--- src/rtl/bcd_down_counter.sv ---
// Multi-digit BCD countdown timer with prescaled ticks, per-digit borrow ripple,
// terminal-count done pulse and optional wrap to all-9s.
module bcd_down_counter #(
  parameter int DIGITS   = 4,
  parameter int TICK_DIV = 1,
  parameter int WRAP     = 0
) (
  input  logic                  clk,
  input  logic                  reset,
  input  logic                  load,
  input  logic [4*DIGITS-1:0]   load_val,
  input  logic                  start,
  input  logic                  pause,
  output logic [4*DIGITS-1:0]   count,
  output logic                  running,
  output logic                  zero,
  output logic                  done,
  output logic                  load_err
);

  // state | meaning
  // IDLE  | stopped; start launches a countdown (non-zero count, or WRAP=1)
  // RUN   | prescaler advancing, count decrements on each terminal tick
  // PAUSE | count and prescaler frozen until start alone is seen
  localparam logic [1:0] IDLE  = 2'd0;
  localparam logic [1:0] RUN   = 2'd1;
  localparam logic [1:0] PAUSE = 2'd2;

  localparam int CW = 4 * DIGITS;
  localparam int PW = (TICK_DIV > 1) ? $clog2(TICK_DIV) : 1;
  localparam logic [PW-1:0] PRESC_MAX = PW'(TICK_DIV - 1);

  logic [1:0]    state_q, state_d;
  logic [CW-1:0] count_q, count_d;
  logic [PW-1:0] presc_q, presc_d;
  logic          done_q, done_d;
  logic          load_err_q, load_err_d;

  logic [CW-1:0] load_clean;
  logic          load_bad;
  logic [CW-1:0] count_dec;

  // Digits above 9 are clamped to 9 so the register only ever holds valid BCD.
  always_comb begin
    load_clean = load_val;
    load_bad   = 1'b0;
    for (int i = 0; i < DIGITS; i++) begin
      if (load_val[4*i +: 4] > 4'd9) begin
        load_clean[4*i +: 4] = 4'd9;
        load_bad             = 1'b1;
      end
    end
  end

  always_comb begin
    logic borrow;
    count_dec = count_q;
    borrow    = 1'b1;
    for (int i = 0; i < DIGITS; i++) begin
      if (borrow) begin
        if (count_q[4*i +: 4] == 4'd0) begin
          count_dec[4*i +: 4] = 4'd9;
        end else begin
          count_dec[4*i +: 4] = count_q[4*i +: 4] - 4'd1;
          borrow              = 1'b0;
        end
      end
    end
  end

  always_comb begin
    state_d    = state_q;
    count_d    = count_q;
    presc_d    = presc_q;
    done_d     = 1'b0;
    load_err_d = 1'b0;
    if (load) begin
      count_d    = load_clean;
      load_err_d = load_bad;
      state_d    = IDLE;
      presc_d    = '0;
    end else begin
      case (state_q)
        IDLE: begin
          if (start && ((count_q != '0) || (WRAP != 0))) begin
            state_d = RUN;
            presc_d = '0;
          end
        end
        RUN: begin
          if (pause) begin
            state_d = PAUSE;
          end else if (presc_q == PRESC_MAX) begin
            presc_d = '0;
            count_d = count_dec;
            if (count_dec == '0) begin
              done_d = 1'b1;
              if (WRAP == 0) state_d = IDLE;
            end
          end else begin
            presc_d = presc_q + PW'(1);
          end
        end
        PAUSE: begin
          if (start && !pause) state_d = RUN;
        end
        default: state_d = IDLE;
      endcase
    end
  end

  always_ff @(posedge clk) begin
    if (reset) begin
      state_q    <= IDLE;
      count_q    <= '0;
      presc_q    <= '0;
      done_q     <= 1'b0;
      load_err_q <= 1'b0;
    end else begin
      state_q    <= state_d;
      count_q    <= count_d;
      presc_q    <= presc_d;
      done_q     <= done_d;
      load_err_q <= load_err_d;
    end
  end

  assign count    = count_q;
  assign running  = (state_q == RUN);
  assign zero     = (count_q == '0);
  assign done     = done_q;
  assign load_err = load_err_q;

endmodule

--- config.mk ---
export PLATFORM = sky130hd
export DESIGN_NAME = bcd_down_counter
export DESIGN_NICKNAME = d
export VERILOG_FILES = /design/src/rtl/bcd_down_counter.sv
export SDC_FILE = /design/constraint.sdc
export NUM_CORES = 1
export LEC_CHECK = 0
export BUFFER_PORTS_ARGS = -buffer_cell sky130_fd_sc_hd__buf_4
export CORE_MARGIN = 1
export CORE_UTILIZATION = 40
export CTS_BUF_LIST = sky130_fd_sc_hd__clkbuf_8
export DETAILED_ROUTE_END_ITERATION = 8
export PLACE_DENSITY = 0.71
export RECOVER_POWER = 100
export SYNTH_ARGS = -nofsm -noshare
export SYNTH_HDL_FRONTEND = slang
export SYNTH_SLANG_ARGS = --single-unit
--- constraint.sdc ---
create_clock -name clk -period 1.5 [get_ports clk]
set_input_delay 0.075 -clock clk [delete_from_list [all_inputs] [get_ports clk]]
set_output_delay 0.075 -clock clk [all_outputs]
set_load 0.01 [all_outputs]
==> qor.csv <==
metric,value,unit
grt_pass1_wl,6.265,mm
grt_pass1_vias,1354,
layout_common_cells,"buf_4 (61), nor2_1 (14), dfxtp_1 (14), o21ai_0 (7)",
grt_use_total,23.79,%
layout-drive-gt1-share,46.76,%
syn_nets,173,
rows,20,
drtIter0Drc,71,
nNetsFinal,238,
cp_data_required_time,1670,ps
grt_max_degree,20,
io_buffers,40,
setup_viol,11,
power.density,765.7,nW/µm²
cts_tree,yes,
mostFrequentLayoutCell,buf_4,
antenna_found_initial,0,
dpl.hpwl,2.772,mm
max-cap-violations,0,
fin_cells,260,
die_y,58.29,µm
wl,3.898,mm
slew_viol_final,0,
fmaxAchievable,623.1,MHz
clk_path_buf_depth,2,
post_drt_wl_per_cell,14.99,µm
place.gp.congestion,0.8555,
syn_inst,152,
synth_top_area_cell,dfxtp_1,
crit_arrival,1780,ps
relSlewSlack,73.64,%
cts_root_buffer,clkbuf_8,
path_class,reg -> reg,
fin_crit,1605,ps
end_kind,flip-flop,
synth-seq-cells,20,
worst_pin_slew,391.3,ps
drc,0,
cts_buffers,3,
diodes,0,
vias,1452,
viasPerCell,5.585,
hold_viol,0,
fin_ws,-105.0,ps
crit_path_start_kind,flip-flop,
syn_avg_cell_area,8.339,µm²
synth-async-reset-ratio,0,%
yosysSeqAreaShare,31.59,%
synth_area,1267,µm²
status,"complete, but fails checks",
yosys.area.top_type_share,31.59,%
clock_latency,250,ps
die_w,58.29,µm
synth-main-ff-cell,dfxtp_1,
finalClockSkew,2.358,ps
fin_crit_sh,107.0,%
violations,setup timing,
io_pins,41,
tns,-586.8,ps
first_pass_iters,4,
hp-class,in -> reg,
yosys-top-cells-area,"dfxtp_1 (32%), nor2_1 (4.4%), nor4_4 (3.4%)",
rsz0062_at_grt,yes,
ir_drop,0.5204,mV
initial_core_util,41.86,%
critPathMaxFanout,7,
yosys_warnings,0,
area_growth,57.06,%
core,3028,µm²
synth_edf_count,0,
p_leak,0.0008075,µW
cts.reportedPaths.clkPinSlew,80,ps
clkSinkCount,20,
synth_cell_types,48,
htreeDepth,1,
grt.overflow.total,0,
dp_cells,251,
dieArea,3398,µm²
ant_nets,0,
-- timing repair --
action	4_1_cts	5_1_grt
endpoints found under the hold margin	0	0
setup endpoints to repair	14	14
hold buffers	0	0
setup buffers	2	2
resized for setup	7	18
pin swaps	6	19
cloned	0	1
-- cells in the mapped netlist, drive strengths merged, types with 2 or more instances --
cell and instances:
nor2b 5, xnor2 2, xor2 2, nand4 6
a31oi 2, nor3b 4, nand2 5, mux2i 4
or4 2, a211oi 4, inv 5, nor3 2
nor4 5, nand3b 3, nor4b 4, nand2b 3
or2 2, a21oi 7, nand4b 2, a21o 3
and3 3, o21ai 8, a221oi 2, nand3 3
a311oi 2, nor2 15, o21a 2, dfxtp 20
o32ai 2, clkbuf 9
-- critical path, stage by stage (launching register included) --
cell      delay [ps]
dfxtp_2          340
or3b_4           450
or4_4            500
a311oi_2         230
-- state kept, by name, indices dropped and copies added (netlist names) --
| signal | cells |
|---|---|
| count | 16 |
| done | 1 |
| load_err | 1 |
| state_q | 2 |
-- worst paths after layout --
path	depth (start not counted)	slack, ps	end	from
setup / recovery	3	-100	count[13]	state_q[0]
hold / removal	2	30	count[10]	load_val[11]
setup reg to reg	3	-100	count[13]	state_q[0]
hold reg to reg	2	570	state_q[0]	state_q[1]
-- final cells by class --
class / instances / area, µm²
clock buffers: 4 / 55.05
fillers: 265 / 1037
inverters: 6 / 22.52
multi-input cells: 116 / 924.6
flip-flops and latches: 20 / 407.9
well taps: 44 / 55.05
repair buffers: 70 / 525.5
-- cell families (layout without fill, tap and decap cells) --
family / count (synthesis) / in the layout / synth area share (%)
compound gates: 43 / 43 / 23.99
xor+xnor: 4 / 4 / 2.765
buf+inv: 16 / 80 / 4.836
flops: 20 / 20 / 31.59
mux: 4 / 4 / 3.159
simple gates: 65 / 65 / 33.66
-- through the flow --
step / total power, µW / hold slack, ps / worst slack, ps / instance area (µm²) / utilization [%]
after global routing: 1595 / 28.71 / -181.4 / 1991 / 65.74
after global placement: 1033 / 304.6 / -111.6 / 1802 / 59.50
after CTS: 1479 / 22.53 / -112.6 / 1902 / 62.81
after detailed placement: 1043 / 295.5 / -189.1 / 1802 / 59.50
after floorplan: 839.9 / 186.0 / -120.7 / 1314 / -
final: 1524 / 27.03 / -105.0 / 1991 / 65.74
-- layer usage --
| metal | global-route usage, % | vias to the layer above | wire length, µm |
|---|---|---|---|
| met5 | 0 | - | 0 |
| met4 | 6.122 | 0 | 38 |
| met3 | 4.176 | 6 | 202 |
| met2 | 38.75 | 45 | 1890 |
| met1 | 32.69 | 692 | 1766 |
| li1 | - | 709 | - |
-- power by group --
| part | switching, µW | internal (µW) |
|---|---|---|
| clock network | 187 | 233 |
| logic | 238 | 261 |
| registers | 38.8 | 566 |
| total | 464 | 1060 |
No activity file was read; power rests on OpenSTA's default activity.
